[src/rtl/nf10_axis_rr_input_arbiter_if.sv]
// -----------------------------------------------------------------------------
// nf10_axis_rr_input_arbiter_if
//
// Bundles the ingress (s_axis_*) and egress (m_axis_*) AXI4-Stream signals of
// the round-robin input arbiter. Ingress vectors are flattened: port i uses
// slice [i*W +: W] of each s_axis_* vector.
//
// Modports:
//   slave  - the arbiter's view: consumes s_axis_* and m_axis_tready,
//            drives s_axis_tready and m_axis_*.
//   master - the surrounding system's view (sources plus converter),
//            the exact mirror of slave.
// -----------------------------------------------------------------------------
interface nf10_axis_rr_input_arbiter_if #(
   parameter int C_NUM_PORTS        = 4,
   parameter int C_AXIS_DATA_WIDTH  = 64,
   parameter int C_AXIS_TUSER_WIDTH = 128
);

   localparam int STRB_W = C_AXIS_DATA_WIDTH / 8;

   // Ingress side, one slice per port
   logic [C_NUM_PORTS*C_AXIS_DATA_WIDTH-1:0]  s_axis_tdata;
   logic [C_NUM_PORTS*STRB_W-1:0]             s_axis_tstrb;
   logic [C_NUM_PORTS*C_AXIS_TUSER_WIDTH-1:0] s_axis_tuser;
   logic [C_NUM_PORTS-1:0]                    s_axis_tvalid;
   logic [C_NUM_PORTS-1:0]                    s_axis_tready;
   logic [C_NUM_PORTS-1:0]                    s_axis_tlast;

   // Egress side, towards the width converter
   logic [C_AXIS_DATA_WIDTH-1:0]              m_axis_tdata;
   logic [STRB_W-1:0]                         m_axis_tstrb;
   logic [C_AXIS_TUSER_WIDTH-1:0]             m_axis_tuser;
   logic                                      m_axis_tvalid;
   logic                                      m_axis_tready;
   logic                                      m_axis_tlast;

   modport slave (
      input  s_axis_tdata, s_axis_tstrb, s_axis_tuser, s_axis_tvalid, s_axis_tlast,
      output s_axis_tready,
      output m_axis_tdata, m_axis_tstrb, m_axis_tuser, m_axis_tvalid, m_axis_tlast,
      input  m_axis_tready
   );

   modport master (
      output s_axis_tdata, s_axis_tstrb, s_axis_tuser, s_axis_tvalid, s_axis_tlast,
      input  s_axis_tready,
      input  m_axis_tdata, m_axis_tstrb, m_axis_tuser, m_axis_tvalid, m_axis_tlast,
      output m_axis_tready
   );

endinterface

[src/rtl/nf10_axis_rr_input_arbiter.sv]
// -----------------------------------------------------------------------------
// nf10_axis_rr_input_arbiter
//
// Packet-granular round-robin arbiter: shares one AXI4-Stream datapath among
// C_NUM_PORTS ingress streams, handing the output to one port for a whole
// packet (up to and including its tlast beat) so packets never interleave.
// While a port holds the grant, data/strb/tuser/tlast/tvalid pass through
// combinationally and m_axis_tready is steered back to that port only.
// One arbitration cycle (outputs idle) follows every packet.
//
// Ports:
//   axi_aclk    - clock, all state changes on rising edge
//   axi_resetn  - asynchronous active-low reset
//   axis        - ingress/egress stream bundle (slave modport)
//   grant_port  - index of the port holding, or last holding, the grant
// -----------------------------------------------------------------------------
module nf10_axis_rr_input_arbiter #(
   parameter int  C_NUM_PORTS        = 4,
   parameter int  C_AXIS_DATA_WIDTH  = 64,
   parameter int  C_AXIS_TUSER_WIDTH = 128,
   localparam int PTR_W              = (C_NUM_PORTS > 1) ? $clog2(C_NUM_PORTS) : 1
) (
   input  logic                         axi_aclk,
   input  logic                         axi_resetn,
   nf10_axis_rr_input_arbiter_if.slave  axis,
   output logic [PTR_W-1:0]             grant_port
);

   localparam int STRB_W = C_AXIS_DATA_WIDTH / 8;

   // Port count and highest index expressed in pointer widths, so the
   // wrap arithmetic below never mixes widths.
   localparam logic [PTR_W:0]   NUM_PORTS_W = (PTR_W + 1)'(C_NUM_PORTS);
   localparam logic [PTR_W-1:0] LAST_IDX    = PTR_W'(C_NUM_PORTS - 1);

   typedef enum logic {
      ST_ARB = 1'b0,   // choosing the next port, outputs idle
      ST_PKT = 1'b1    // granted port streams one packet
   } state_e;

   state_e           state_q,  state_d;
   logic [PTR_W-1:0] grant_q,  grant_d;
   logic [PTR_W-1:0] rr_ptr_q, rr_ptr_d;   // highest-priority port next round

   // Per-port views of the flattened ingress vectors
   logic [C_AXIS_DATA_WIDTH-1:0]  port_data [C_NUM_PORTS];
   logic [STRB_W-1:0]             port_strb [C_NUM_PORTS];
   logic [C_AXIS_TUSER_WIDTH-1:0] port_user [C_NUM_PORTS];

   for (genvar gi = 0; gi < C_NUM_PORTS; gi++) begin : g_slice
      assign port_data[gi] = axis.s_axis_tdata[gi*C_AXIS_DATA_WIDTH  +: C_AXIS_DATA_WIDTH];
      assign port_strb[gi] = axis.s_axis_tstrb[gi*STRB_W             +: STRB_W];
      assign port_user[gi] = axis.s_axis_tuser[gi*C_AXIS_TUSER_WIDTH +: C_AXIS_TUSER_WIDTH];
   end

   // --------------------------------------------------------------------------
   // Round-robin search: scan rr_ptr, rr_ptr+1, ... modulo C_NUM_PORTS and
   // take the first valid port.
   // --------------------------------------------------------------------------
   logic             arb_found;
   logic [PTR_W-1:0] arb_winner;
   logic [PTR_W:0]   scan_sum;
   logic [PTR_W-1:0] scan_idx;

   // NOTE: every signal assigned in an always_comb gets a default at the top,
   // so no path leaves it unassigned and no latch is inferred.
   always_comb begin
      arb_found  = 1'b0;
      arb_winner = rr_ptr_q;
      scan_sum   = '0;
      scan_idx   = '0;
      for (int k = 0; k < C_NUM_PORTS; k++) begin
         scan_sum = {1'b0, rr_ptr_q} + (PTR_W + 1)'(k);
         if (scan_sum >= NUM_PORTS_W) begin
            scan_sum = scan_sum - NUM_PORTS_W;
         end
         scan_idx = scan_sum[PTR_W-1:0];
         if (!arb_found && axis.s_axis_tvalid[scan_idx]) begin
            arb_found  = 1'b1;
            arb_winner = scan_idx;
         end
      end
   end

   // --------------------------------------------------------------------------
   // Datapath: zero-latency pass-through of the granted port. Data fields
   // follow grant even while idle (port 0 out of reset); only tvalid and
   // tlast are qualified by the state.
   // --------------------------------------------------------------------------
   logic in_pkt;
   logic beat_xfer;

   assign in_pkt    = (state_q == ST_PKT);
   assign beat_xfer = in_pkt & axis.s_axis_tvalid[grant_q] & axis.m_axis_tready;

   assign axis.m_axis_tdata  = port_data[grant_q];
   assign axis.m_axis_tstrb  = port_strb[grant_q];
   assign axis.m_axis_tuser  = port_user[grant_q];
   assign axis.m_axis_tvalid = in_pkt & axis.s_axis_tvalid[grant_q];
   assign axis.m_axis_tlast  = in_pkt & axis.s_axis_tlast[grant_q];

   always_comb begin
      axis.s_axis_tready = '0;
      if (in_pkt) begin
         axis.s_axis_tready[grant_q] = axis.m_axis_tready;
      end
   end

   assign grant_port = grant_q;

   // --------------------------------------------------------------------------
   // Next-state logic. The grant is only released by a tlast transfer; a
   // granted port dropping tvalid mid-packet simply stalls the output.
   // --------------------------------------------------------------------------
   always_comb begin
      state_d  = state_q;
      grant_d  = grant_q;
      rr_ptr_d = rr_ptr_q;
      case (state_q)
         ST_ARB: begin
            if (arb_found) begin
               grant_d = arb_winner;
               state_d = ST_PKT;
            end
         end
         ST_PKT: begin
            if (beat_xfer && axis.s_axis_tlast[grant_q]) begin
               state_d = ST_ARB;
               // Explicit wrap keeps rr_ptr in range for non-power-of-two counts
               rr_ptr_d = (grant_q == LAST_IDX) ? '0 : grant_q + PTR_W'(1);
            end
         end
         default: state_d = ST_ARB;
      endcase
   end

   // NOTE: sequential state is updated with non-blocking assignments so every
   // register samples the pre-edge values, independent of statement order.
   always_ff @(posedge axi_aclk or negedge axi_resetn) begin
      if (!axi_resetn) begin
         state_q  <= ST_ARB;
         grant_q  <= '0;
         rr_ptr_q <= '0;
      end else begin
         state_q  <= state_d;
         grant_q  <= grant_d;
         rr_ptr_q <= rr_ptr_d;
      end
   end

endmodule

[src/flat_wrapper.sv]
// flat-port wrapper written by rule: the top's interface ports become plain ports
module nf10_axis_rr_input_arbiter_flat 
#(
   parameter int  C_NUM_PORTS        = 4,
   parameter int  C_AXIS_DATA_WIDTH  = 64,
   parameter int  C_AXIS_TUSER_WIDTH = 128,
   localparam int PTR_W              = (C_NUM_PORTS > 1) ? $clog2(C_NUM_PORTS) : 1
)
  (axi_aclk, axi_resetn, grant_port, axis_s_axis_tdata, axis_s_axis_tstrb, axis_s_axis_tuser, axis_s_axis_tvalid, axis_s_axis_tlast, axis_s_axis_tready, axis_m_axis_tdata, axis_m_axis_tstrb, axis_m_axis_tuser, axis_m_axis_tvalid, axis_m_axis_tlast, axis_m_axis_tready);
  nf10_axis_rr_input_arbiter_if #(.C_NUM_PORTS(C_NUM_PORTS), .C_AXIS_DATA_WIDTH(C_AXIS_DATA_WIDTH), .C_AXIS_TUSER_WIDTH(C_AXIS_TUSER_WIDTH)) axis_i ();
  input  logic axi_aclk;
  input  logic axi_resetn;
  output logic [PTR_W-1:0] grant_port;
  input wire logic [$bits(axis_i.s_axis_tdata)-1:0] axis_s_axis_tdata;
  input wire logic [$bits(axis_i.s_axis_tstrb)-1:0] axis_s_axis_tstrb;
  input wire logic [$bits(axis_i.s_axis_tuser)-1:0] axis_s_axis_tuser;
  input wire logic [$bits(axis_i.s_axis_tvalid)-1:0] axis_s_axis_tvalid;
  input wire logic [$bits(axis_i.s_axis_tlast)-1:0] axis_s_axis_tlast;
  output wire logic [$bits(axis_i.s_axis_tready)-1:0] axis_s_axis_tready;
  output wire logic [$bits(axis_i.m_axis_tdata)-1:0] axis_m_axis_tdata;
  output wire logic [$bits(axis_i.m_axis_tstrb)-1:0] axis_m_axis_tstrb;
  output wire logic [$bits(axis_i.m_axis_tuser)-1:0] axis_m_axis_tuser;
  output wire logic [$bits(axis_i.m_axis_tvalid)-1:0] axis_m_axis_tvalid;
  output wire logic [$bits(axis_i.m_axis_tlast)-1:0] axis_m_axis_tlast;
  input wire logic [$bits(axis_i.m_axis_tready)-1:0] axis_m_axis_tready;
  assign axis_i.s_axis_tdata = axis_s_axis_tdata;
  assign axis_i.s_axis_tstrb = axis_s_axis_tstrb;
  assign axis_i.s_axis_tuser = axis_s_axis_tuser;
  assign axis_i.s_axis_tvalid = axis_s_axis_tvalid;
  assign axis_i.s_axis_tlast = axis_s_axis_tlast;
  assign axis_s_axis_tready = axis_i.s_axis_tready;
  assign axis_m_axis_tdata = axis_i.m_axis_tdata;
  assign axis_m_axis_tstrb = axis_i.m_axis_tstrb;
  assign axis_m_axis_tuser = axis_i.m_axis_tuser;
  assign axis_m_axis_tvalid = axis_i.m_axis_tvalid;
  assign axis_m_axis_tlast = axis_i.m_axis_tlast;
  assign axis_i.m_axis_tready = axis_m_axis_tready;
  nf10_axis_rr_input_arbiter #(.C_NUM_PORTS(C_NUM_PORTS), .C_AXIS_DATA_WIDTH(C_AXIS_DATA_WIDTH), .C_AXIS_TUSER_WIDTH(C_AXIS_TUSER_WIDTH)) u_core (.axi_aclk(axi_aclk), .axi_resetn(axi_resetn), .axis(axis_i), .grant_port(grant_port));
endmodule
[config.mk]
export PLATFORM = sky130hd
export DESIGN_NAME = nf10_axis_rr_input_arbiter_flat
export DESIGN_NICKNAME = d
export VERILOG_FILES = /design/src/rtl/nf10_axis_rr_input_arbiter_if.sv /design/src/rtl/nf10_axis_rr_input_arbiter.sv /design/src/flat_wrapper.sv
export SDC_FILE = /design/constraint.sdc
export NUM_CORES = 1
export LEC_CHECK = 0
export ABC_CLOCK_PERIOD_IN_PS = 4200
export CAP_MARGIN = 20
export CORE_AREA = 3 3 391 393
export CTS_BUF_LIST = sky130_fd_sc_hd__clkbuf_2 sky130_fd_sc_hd__clkbuf_4 sky130_fd_sc_hd__clkbuf_8
export DETAILED_ROUTE_END_ITERATION = 16
export DIE_AREA = 0 0 394 396
export GPL_TIMING_DRIVEN = 0
export PLACE_DENSITY = 0.3
export SETUP_SLACK_MARGIN = 0.4
export SYNTH_ARGS = -nofsm -noshare
export SYNTH_HDL_FRONTEND = slang
export SYNTH_SLANG_ARGS = --single-unit
[constraint.sdc]
create_clock -name axi_aclk -period 4.2 [get_ports axi_aclk]
set_clock_uncertainty 0.1 [all_clocks]
set_input_delay 0.42 -clock axi_aclk [delete_from_list [all_inputs] [get_ports axi_aclk]]
set_output_delay 0.42 -clock axi_aclk [all_outputs]
set_load 0.03 [all_outputs]
==> out/results.env, run 1 <==
GRT_PASS1_VIAS=9742
GLOBAL_ROUTE_WIRE_LENGTH_BEFORE_REPAIR_UM=112600
GRT_START_MAX_NET_PINS=11
GRT_USE_MET2_PCT=21.12
SYNTH.AVG_CELL_AREA_UM2=18.17
P_SEQ_SHARE_PCT=1.2
DIE-WIDTH_UM=394
CP_NUM_BUF_INV=5
TRITONCTS='done'
PLACE_CONGESTION=0.9550
SYN_AREA_UM2=5251
INITIAL_ANTENNA_VIOLATION_COUNT=52
DIE_H_UM=396
FINALCRITPERIODSHARE_PCT=85.15
REPORT.FINAL.SLEW_VIOL_COUNT=0
FILLERINSTANCES=16975
GRT.OVERFLOW.TOTAL=0
TIGHTEST_SLEW_NS=0.9893
DRTANTENNAVIOLNETS=0
SYNTH_FP_NETS=1104
BUSIEST_LAYER='met2'
SETUP_VIOLATIONS=0
POSTCTSSETUPREPAIRBUFS=0
CRIT_PATH_CELL_TRACE='clkbuf_4, clkbuf_1, buf_8, buf_2, mux4_2, clkdlybuf4s50_1'
INTPOWER_uW=4324
SYNTHESIS.YOSYS.WARNINGS=0
POWER_FRAC_CLOCK_PCT=1.0
REG2REG_SETUP_SLACK_NS=1.78
INITIAL_UTILIZATION_PCT=3.506
ACHIEVABLE-FREQUENCY_GHz=0.2796
MULTIINPUTGATEAREA_UM2=4787
WORSTSKEWPAIRLATENCY_NS=0.23
PATH_CLASS='flip-flop to output port'
DETAILEDROUTE.FIRSTPASSITERATIONCOUNT=5
GRT_UTIL_ALL_LAYERS_PCT=11.01
FLOORPLAN.DIE_AREA_UM2=156000
CTS.CLK_SLEW.WORST_PATHS_NS=0.04
MET1_USAGE_IN_GLOBAL_ROUTING_PCT=12.16
P_LEAK_uW=0.005644
FINALWORSTPATHREQUIREDPERIOD_NS=3.576
ROUTE.FINAL.WIRE_LENGTH_UM=90970
DRIVE_ABOVE_1_SHARE_PCT=19.27
ARRIVAL_WORST_ENDPOINT_NS=3.06
CRITICAL_PATH.ENDPOINT_TYPE='output port'
TIMING.HOLD.WORST.CLASS='input pin to asynchronous set/reset pin'
CTS_ROOT_BUFFER='sky130_fd_sc_hd__clkbuf_8'
CAP_VIOL_MAX_COUNT=0
CTS.HOLD.BUFFERS_ADDED=0
HOLD_VIOL_FINAL=0
RUN_STATUS='finished clean'
NUM_IO_PINS=1019
GRT_SETUP_UNREPAIRED='false'
SYNTH_CELLS=289
POWER_SWITCHING_SHARE_PCT=54.28
SETUP.WORST_PATH.START_CLASS='flip-flop'
SHARE_COMB_OF_TOTAL_POWER_PCT=97.8
IR_DROP_V=0.0001898
HOLD_WS_NS=0.3306
POWER.DENSITY_CELL_AREA_nW_PER_UM2=523.7
NETS=2129
WIRE_PER_INST_UM=27.27
YS_FF_LATCH=5
CPPEAKSTAGEDELAY_NS=0.88
PLACEMENT.IO_BUFFERS=1018
POST_SYNTH_NUM_CELL_TYPES=25
CPMAXSTAGEDELAYCELL='sky130_fd_sc_hd__clkdlybuf4s50_1'
SWITCHING_POWER_uW=5135
SEQUENTIAL_CELL_AREA_UM2=125.1
COREAREA_UM2=149800
MAX_SLEW_MARGIN_PCT=34.31
CTSLONGESTPATHBUFFERS=2
POWER_uW=9459
REMAINING_DRC_ERRORS=0
DETAIL_ROUTE.VIAS_PER_CELL=2.599
CTS_MAX_LEVEL=1
CP_TOP_FAMILY='buffers and inverters'
CTS_BUFS_INSERTED=3
SYN2LAYOUT_AREA_GROWTH_PCT=243.9
SYNTH.YOSYS.SEQ_AREA_SHARE_PCT=2.383
DETAIL_ROUTE.ITER0.VIOLATIONS=587
GR-USAGE-MET3_PCT=3.372
DP_HPWL_UM=85620
CLKSINKCOUNT=5
STD_CELL_ROWS=142
DETAILROUTE.VIA_COUNT=8669
CRITPATHREQUIREDTIME_NS=3.68
WORSTPATHMAXFANOUT=10
## area by class of cell
cell class	count	share of cell area, %
inverters	4	0.08313
repair buffers	1020	56.57
diodes	7	0.09699
plain buffers	46	1.815
multi-input cells	234	26.50
clock buffers	4	0.2702
well taps	2016	13.97
flip-flops and latches	5	0.6928
## cells in the mapped netlist, drive strengths merged
library cell	n	area (µm²)
a21oi	4	20.02
and2	2	12.51
and3	4	25.02
buf	43	312.8
clkbuf	3	11.26
dfrtp	5	125.1
ha	4	50.05
inv	4	15.01
mux2	1	11.26
mux2i	1	10.01
mux4	202	4549
nand2	2	7.510
nand4	1	12.51
nor2	1	3.750
nor2b	3	18.77
nor3b	1	7.510
o21a	1	7.510
o21ai	2	10.00
o221ai	2	17.52
o22a	1	8.760
o31ai	1	7.510
or4	1	7.510
## flip-flops by register name, summed over array words and instances, names as in the netlist
register / cells
u_core.rr_ptr_q: 2
u_core.in_pkt: 1
u_core.grant_port: 2
## cell families after synthesis
| logic type | synth area share (%) |
|---|---|
| AO/OA/AOI/OAI | 1.358 |
| multiplexers | 87.04 |
| AND/OR/NAND/NOR | 1.811 |
| buffers and inverters | 6.457 |
| adder cells (fa/ha/maj) | 0.9531 |
| flip-flops | 2.383 |
## metal layers
metal | vias up | wire length [µm] | share of wire [%]
met3 | 106 | 7277 | 8.0
met2 | 645 | 49050 | 54
met4 | 10 | 1330 | 1.5
li1 | 3516 | - | -
met5 | - | 57 | 0.063
met1 | 4392 | 33250 | 37
## through the flow
| step | TNS, ns | utilization (%) | cells | cell area, µm² | setup slack (ns) |
|---|---|---|---|---|---|
| finish | 0 | 12.06 | 3336 | 18060 | 0.6236 |
| global route | 0 | 12.05 | 3332 | 18050 | 0.4393 |
| CTS | 0 | 12.05 | 3329 | 18040 | 0.4825 |
| global placement | -8.356 | 11.99 | 3323 | 17960 | -0.5100 |
| detailed placement | -0.02052 | 12.01 | 3325 | 17990 | -0.02052 |
| floorplan | 0 | - | 289 | 5251 | 1.971 |
## worst paths after layout
kind,startpoint,to,cells past startpoint
max in group asynchronous,axi_resetn,u_core.in_pkt,1
worst max-delay path,u_core.grant_port[1],axis_m_axis_tuser[20],6
worst min register to register,u_core.rr_ptr_q[0],u_core.rr_ptr_q[0],2
worst min-delay path,axi_resetn,u_core.rr_ptr_q[1],1
min in group axi_aclk,u_core.rr_ptr_q[0],u_core.rr_ptr_q[0],2
worst max register to register,u_core.grant_port[1],u_core.rr_ptr_q[1],6
## power groups by stage
| stage | Sequential (µW) | Combinational [µW] | Clock [µW] |
|---|---|---|---|
| after floorplan | 110 | 5000 | 0 |
| after global placement | 115 | 9480 | 0 |
| after detailed placement | 115 | 9460 | 0 |
| after CTS | 115 | 9500 | 97.3 |
| after global routing | 121 | 9710 | 103 |
| final | 114 | 9250 | 97.3 |
## placed cells by master (no fill, tap or decap), drive strengths merged
cell type / instances
o22a: 1
nor2: 1
mux2: 1
nor2b: 3
and2: 2
or4: 1
o31ai: 1
a21oi: 4
clkdlybuf4s50: 1013
mux2i: 1
mux4: 202
ha: 4
dlymetal6s2s: 1
inv: 4
and3: 4
dlygate4sd2: 4
dfrtp: 5
diode: 7
nand4: 1
o21a: 1
o21ai: 2
clkbuf: 7
nand2: 2
o221ai: 2
buf: 45
nor3b: 1
## what timing repair did
action | CTS | global route
pin swaps | 0 | 0
setup endpoints to repair | 186 | 1
gates resized for setup | 6 | 1
Note: power is estimated with default switching activity, not from simulation.
==> run 2, diff against run 1 <==
--- a/config.mk
+++ b/config.mk
@@ -13,6 +13,7 @@
 export DIE_AREA = 0 0 394 396
 export GPL_TIMING_DRIVEN = 0
 export PLACE_DENSITY = 0.3
+export RECOVER_POWER = 50
 export SETUP_SLACK_MARGIN = 0.4
 export SYNTH_ARGS = -nofsm -noshare
 export SYNTH_HDL_FRONTEND = slang
==> constraint.sdc (replaced) <==
create_clock -name axi_aclk -period 4.2 [get_ports axi_aclk]
set_clock_uncertainty 0.1 [all_clocks]
set_input_delay 0.42 -clock axi_aclk [delete_from_list [all_inputs] [get_ports axi_aclk]]
set_output_delay 0.42 -clock axi_aclk [all_outputs]
set_load 0.05 [all_outputs]
==> run 2 against run 1 <==
  * Routed wire length fell by 0.10%
  * Combinational power rose by 15%
  * Clock power fell by 2%
  * Cell count did not move
  * Sequential cell count did not move
  * Count of clock-buffer cells in the layout did not move
  * Sequential share of layout area barely moved
  * Highest routed layer unchanged
==> out/results.env, run 2 (synthesis gave the netlist of run 1 again) <==
WIRE_PER_INST_UM=27.24  # -0.10%
CTSLONGESTPATHBUFFERS=2  # unchanged
P_LEAK_uW=0.005658  # +0.24%
POWER.DENSITY_CELL_AREA_nW_PER_UM2=598.7  # +14%
SETUP.WORST_PATH.START_CLASS='flip-flop'
GRT.OVERFLOW.TOTAL=0  # unchanged
FINAL_UTIL_PCT=12.04  # -0.023 points
NETS=2129  # unchanged
WORSTPATHMAXFANOUT=10  # unchanged
CRITPATHREQUIREDTIME_NS=3.68  # about the same
DPL.CELL_COUNT=3325  # unchanged
PATH_CLASS='flip-flop to output port'
MOST_USED_CELLS_IN_THE_LAYOUT_EXCLUDING_FILL_AND_TAP_CELLS='sky130_fd_sc_hd__clkdlybuf4s50_1, sky130_fd_sc_hd__mux4_2, sky130_fd_sc_hd__dlygate4sd3_1'
CAP_VIOL_MAX_COUNT=0  # unchanged
COREAREA_UM2=149800  # unchanged
INITIAL_UTILIZATION_PCT=3.506  # unchanged
DIE-WIDTH_UM=394  # unchanged
MOSTFREQUENTLAYOUTCELL='sky130_fd_sc_hd__clkdlybuf4s50_1'
REPORT.FINAL.SLEW_VIOL_COUNT=0  # unchanged
CPMAXSTAGEDELAYCELL='sky130_fd_sc_hd__clkbuf_1'
INITIAL_ANTENNA_VIOLATION_COUNT=52  # unchanged
FINALWORSTPATHREQUIREDPERIOD_NS=3.734  # +0.1576 ns
DRIVE_ABOVE_1_SHARE_PCT=19.12  # -0.15 points
FLOORPLAN.DIE_AREA_UM2=156000  # unchanged
TRITONCTS='done'
HOLD_WS_NS=0.3987  # +0.06813 ns
ACHIEVABLE-FREQUENCY_GHz=0.2678  # -4.2%
TIMING.HOLD.WORST.CLASS='input pin to asynchronous set/reset pin'
ROUTE.FINAL.WIRE_LENGTH_UM=90880  # -0.10%
LAYOUT.CELL_AREA.NON_FILLER_UM2=18030  # -0.19%
WORST_R2R_PATH_DEPTH=6  # unchanged
PLACE_CONGESTION=0.9550  # unchanged
DETAILROUTE.VIA_COUNT=8703  # +0.39%
REMAINING_DRC_ERRORS=0  # unchanged
DP_HPWL_UM=85620  # unchanged
GRT_UTIL_ALL_LAYERS_PCT=11.01  # unchanged
FINISHED_LAYOUT_CELLS=3336  # unchanged
GRT_PASS1_VIAS=9742  # unchanged
CPPEAKSTAGEDELAY_NS=1.02  # +0.14 ns
PLACED_CELL_AREAS_UM2=17990  # unchanged
MAX_SLEW_MARGIN_PCT=5.013  # -29 points
CLKSINKCOUNT=5  # unchanged
CRITICAL_PATH.MOST_COMMON_CELL='sky130_fd_sc_hd__clkbuf_1'
TIGHTEST_SLEW_NS=1.431  # +0.4417 ns
RUN_STATUS='finished clean'
NUM_IO_PINS=1019  # unchanged
PLACEMENT.IO_BUFFERS=1018  # unchanged
ARRIVAL_WORST_ENDPOINT_NS=3.21  # +0.15 ns
STD_CELL_ROWS=142  # unchanged
CTS_BUFS_INSERTED=3  # unchanged
CTS_ROOT_BUFFER='sky130_fd_sc_hd__clkbuf_8'
GRT_SETUP_UNREPAIRED='false'
CRIT_PATH_CELL_TRACE='clkbuf_4, clkbuf_1, buf_8, buf_2, mux4_2, clkbuf_1'
FINALCRITPERIODSHARE_PCT=88.91  # +3.8 points
SYN2LAYOUT_AREA_GROWTH_PCT=243.3
WORSTSKEWPAIRLATENCY_NS=0.22  # about the same
DETAILEDROUTE.FIRSTPASSITERATIONCOUNT=5  # unchanged
HOLD_VIOL_FINAL=0  # unchanged
CRITICAL_PATH.ENDPOINT_TYPE='output port'
CTS_MAX_LEVEL=1  # unchanged
IR_DROP_V=0.0002454  # +29%
POSTCTSSETUPREPAIRBUFS=0  # unchanged
DETAIL_ROUTE.ITER0.VIOLATIONS=579  # -1.4%
DIE_H_UM=396  # unchanged
DRTANTENNAVIOLNETS=0  # unchanged
SETUP_VIOLATIONS=0  # unchanged
CTS.CLK_SLEW.WORST_PATHS_NS=0.04  # about the same
DETAIL_ROUTE.VIAS_PER_CELL=2.609  # +0.39%
GRT_START_MAX_NET_PINS=11  # unchanged
GLOBAL_ROUTE_WIRE_LENGTH_BEFORE_REPAIR_UM=112600  # unchanged
-- run 2: timing repair --
item	4_1_cts	5_1_grt
setup endpoints to repair	202	11
hold buffers	0	0
resized for setup	14	5
-- run 2: layer usage --
layer	track usage, %	share of wire, %	vias up
met5	0	0.069	-
met4	1.130	1.5	10
met3	3.372	7.9	114
met2	21.12	54	658
met1	12.16	37	4404
li1	-	-	3517
-- run 2: stage by stage --
| stage | TNS [ns] | total power [µW] | setup WS (ns) |
|---|---|---|---|
| after detailed placement | -0.2683 | 11130 | -0.1552 |
| final | 0 | 10790 | 0.4660 |
| after floorplan | 0 | 6693 | 1.779 |
| after global placement | -19.65 | 11150 | -0.6447 |
| after CTS | 0 | 11240 | 0.2935 |
| after global routing | 0 | 11270 | 0.2797 |
-- run 2: final cells by class --
type	instances	area (µm²)
buffer	46	326.6
fill	16982	131800
multi-input combinational	234	4781
clock buffer	4	48.80
timing repair buffer	1020	10190
sequential	5	125.1
tap	2016	2522
inverter	4	15.01
antenna	7	17.52
-- run 2: path summary, 6_finish.rpt --
kind,start,to,slack [ns]
max in group asynchronous,axi_resetn,u_core.grant_port[1],3.40
setup reg to reg,u_core.grant_port[1],u_core.rr_ptr_q[1],1.76
hold reg to reg,u_core.rr_ptr_q[0],u_core.rr_ptr_q[0],0.50
hold / removal,axi_resetn,u_core.rr_ptr_q[0],0.40
setup / recovery,u_core.grant_port[1],axis_m_axis_tuser[28],0.47
min in group axi_aclk,u_core.rr_ptr_q[0],u_core.rr_ptr_q[0],0.50
-- run 2: report_power, final --
part | switching (µW) | total (µW) | internal (µW) | leakage (µW)
clock | 23.7 | 95.3 | 71.6 | 0.0000262
combinational | 6610 | 10600 | 3980 | 0.00557
sequential | 43.5 | 113 | 69.6 | 0.0000589
-- run 2: critical path: cells and delay by family (launching register included) --
| kind | cells | cell delay [ns] |
|---|---|---|
| flops | 1 | 0.41 |
| mux | 1 | 0.28 |
| buf+inv | 5 | 2.22 |
==> run 3, diff against run 2 <==
--- a/config.mk
+++ b/config.mk
@@ -7,10 +7,10 @@
 export LEC_CHECK = 0
 export ABC_CLOCK_PERIOD_IN_PS = 4200
 export CAP_MARGIN = 20
-export CORE_AREA = 3 3 391 393
+export CORE_AREA = 2 2 401 403
 export CTS_BUF_LIST = sky130_fd_sc_hd__clkbuf_2 sky130_fd_sc_hd__clkbuf_4 sky130_fd_sc_hd__clkbuf_8
 export DETAILED_ROUTE_END_ITERATION = 16
-export DIE_AREA = 0 0 394 396
+export DIE_AREA = 0 0 403 405
 export GPL_TIMING_DRIVEN = 0
 export PLACE_DENSITY = 0.3
 export RECOVER_POWER = 50
==> run 3 against run 2 <==
  * Setup slack got worse by 0.022 ns
  * Power increased by 2.6%
  * Critical endpoint is now axis_m_axis_tuser[66]
  * Largest power group unchanged
  * Cell count increased by 2.1%
==> out/results.env, run 3 (synthesis gave the netlist of run 1 again) <==
SWITCHING_POWER_uW=7061  # +5.8%
PLACE_CONGESTION=0.9510  # -0.42%
ROUTE.TOP_LAYER_USED='met5'
REG2REG_TO='u_core.rr_ptr_q[1]'
FILLERINSTANCES=18194  # +7.1%
PLACEMENT.IO_BUFFERS=1018  # unchanged
DRT-MET1-WL_UM=40620  # +22%
DP_HPWL_UM=98510  # +15%
CTS.CLK_SLEW.WORST_PATHS_NS=0.04  # about the same
CRITICAL_PATH.ENDPOINT_TYPE='output port'
CP-STARTPOINT='u_core.grant_port[1]'
NUM_IO_PINS=1019  # unchanged
FINALCRITPERIODSHARE_PCT=89.42  # +0.52 points
GRT.OVERFLOW.TOTAL=0  # unchanged
INITIAL_UTILIZATION_PCT=3.297  # -0.21 points
ROUTE.FINAL.WIRE_LENGTH_UM=104100  # +15%
MET2WIRELENGTH_UM=52380  # +6.9%
ARRIVAL_WORST_ENDPOINT_NS=3.24  # +0.03 ns
REG2REG_SETUP_SLACK_NS=1.60  # -0.16 ns
FINALWORSTPATHREQUIREDPERIOD_NS=3.756  # +0.02178 ns
DIE_H_UM=405  # +2.3%
POWER_SWITCHING_SHARE_PCT=63.76  # +1.9 points
TIMING.HOLD.WORST.CLASS='input pin to asynchronous set/reset pin'
CTS_BUFS_INSERTED=3  # unchanged
PATH_CLASS='flip-flop to output port'
SETUP.WORST_PATH.START_CLASS='flip-flop'
COREAREA_UM2=159300  # +6.3%
POWER.DENSITY_CELL_AREA_nW_PER_UM2=616.5  # +3.0%
GRT_PASS1_VIAS=9777  # +0.36%
HOLD_WS_NS=0.3993  # +0.0005910 ns
MULTIINPUTGATEAREA_UM2=4781  # unchanged
GRT_START_MAX_NET_PINS=11  # unchanged
ACHIEVABLE-FREQUENCY_GHz=0.2663  # -0.58%
NETS=2127  # -0.094%
TIGHTEST_SLEW_NS=1.090  # -0.3413 ns
CRITPATHREQUIREDTIME_NS=3.68  # about the same
REPORT.FINAL.SLEW_VIOL_COUNT=0  # unchanged
P_SEQ_SHARE_PCT=0.9  # about the same
DRTANTENNAVIOLNETS=0  # unchanged
REMAINING_DRC_ERRORS=0  # unchanged
IR_DROP_V=0.0002826  # +15%
CTS_MAX_LEVEL=1  # unchanged
WORST_R2R_PATH_DEPTH=6  # unchanged
CTS_ROOT_BUFFER='sky130_fd_sc_hd__clkbuf_8'
DETAIL_ROUTE.VIAS_PER_CELL=2.596  # -0.48%
INTPOWER_uW=4014  # -2.5%
CLKSINKCOUNT=5  # unchanged
CRIT-REG2REG-LAUNCH='u_core.grant_port[1]'
WORSTSKEWPAIRLATENCY_NS=0.23  # about the same
CAP_VIOL_MAX_COUNT=0  # unchanged
CTSLONGESTPATHBUFFERS=2  # unchanged
FLOORPLAN.DIE_AREA_UM2=163200  # +4.6%
HOLD_VIOL_FINAL=0  # unchanged
POWER_FRAC_CLOCK_PCT=0.8  # about the same
GRT_SETUP_UNREPAIRED='true'
TRITONCTS='done'
DETAILEDROUTE.FIRSTPASSITERATIONCOUNT=4  # -1
DETAILROUTE.VIA_COUNT=8840  # +1.6%
MET3_WIRELENGTH_UM=9783  # +36%
STD_CELL_ROWS=147  # +3.5%
DETAIL_ROUTE.ITER0.VIOLATIONS=429  # -26%
GLOBAL_ROUTE_WIRE_LENGTH_BEFORE_REPAIR_UM=124400  # +11%
DRIVE_ABOVE_1_SHARE_PCT=19.15  # +0.029 points
SHARE_COMB_OF_TOTAL_POWER_PCT=98.2  # about the same
RUN_STATUS='finished clean'
MAX_SLEW_MARGIN_PCT=27.67  # +23 points
SEQUENTIAL_CELL_AREA_UM2=125.1  # unchanged
P_LEAK_uW=0.005595  # -1.1%
MOST_USED_CELLS_IN_THE_LAYOUT_EXCLUDING_FILL_AND_TAP_CELLS='sky130_fd_sc_hd__clkdlybuf4s50_1, sky130_fd_sc_hd__mux4_2, sky130_fd_sc_hd__dlygate4sd3_1'
SETUP_VIOLATIONS=0  # unchanged
SYN2LAYOUT_AREA_GROWTH_PCT=242.1
WIRE_PER_INST_UM=30.58  # +12%
INITIAL_ANTENNA_VIOLATION_COUNT=69  # +33%
PLACE_WS_NS=-0.6276  # -0.4724 ns
FINALWORSTSETUPSLACK_NS=0.4442  # -0.02178 ns
CRITICAL_PATH_END='axis_m_axis_tuser[66]'
MOSTFREQUENTLAYOUTCELL='sky130_fd_sc_hd__clkdlybuf4s50_1'
WORSTPATHMAXFANOUT=10  # unchanged
DIE-WIDTH_UM=403  # +2.3%
GRT_UTIL_ALL_LAYERS_PCT=12.04  # +1.0 points
==> run 3: repair_timing <==
item / 4_1_cts / 5_1_grt
setup endpoints to repair: 191 / 32
setup buffers: 0 / 0
gates resized for setup: 20 / 24
gates cloned: 0 / 0
hold buffers: 0 / 0
==> run 3: final cells by class <==
type / instances / area share [%]
tap: 2086 / 14.53
sequential: 5 / 0.6965
buffer: 46 / 1.881
timing repair buffer: 1018 / 55.83
clock buffer: 3 / 0.2299
inverter: 4 / 0.08358
antenna: 8 / 0.1114
clock inverter: 1 / 0.02786
multi-input combinational: 234 / 26.61
==> run 3: routing by layer <==
metal,vias up,global-route usage (%)
met4,30,0.6439
li1,3511,-
met2,656,21.58
met5,-,0
met1,4546,14.32
met3,97,4.259
==> run 3: power by group through the flow <==
stage / clock network [µW] / logic (µW) / registers, µW
6_report: 92.5 / 10900 / 103
4_1_cts: 93.1 / 11500 / 103
3_3_place_gp: 0 / 11500 / 102
3_5_place_dp: 0 / 11400 / 103
5_1_grt: 96.5 / 11400 / 109
2_1_floorplan: 0 / 6570 / 124
==> run 3: how the worst min path moves through the flow <==
stage	from	endpoint	slack [ns]
2_1_floorplan	axi_resetn	u_core.grant_port[0]	0.02
3_3_place_gp	u_core.rr_ptr_q[0]	u_core.rr_ptr_q[0]	0.46
3_5_place_dp	u_core.rr_ptr_q[0]	u_core.rr_ptr_q[0]	0.46
4_1_cts	axi_resetn	u_core.grant_port[0]	0.34
5_1_grt	axi_resetn	u_core.grant_port[0]	0.41
6_report	axi_resetn	u_core.grant_port[0]	0.40
==> run 3: critical path, stage by stage, from the launching register on <==
cell	delay, ns
sky130_fd_sc_hd__dfrtp_1	0.40
sky130_fd_sc_hd__clkbuf_2	0.42
sky130_fd_sc_hd__clkbuf_2	0.47
sky130_fd_sc_hd__buf_4	0.40
sky130_fd_sc_hd__mux4_2	0.41
sky130_fd_sc_hd__clkdlybuf4s50_1	0.86
==> run 3: stage by stage <==
stage          TNS (ns)  util, %  cells  cell area [µm²]  power [µW]
6_report              0    11.28   3405            17960       11070
4_1_cts               0    11.36   3397            18090       11650
3_5_place_dp     -15.85    11.33   3393            18050       11550
5_1_grt               0    11.27   3398            17950       11590
3_3_place_gp     -11.25    11.33   3393            18050       11610
2_1_floorplan         0        -    289             5251        6693
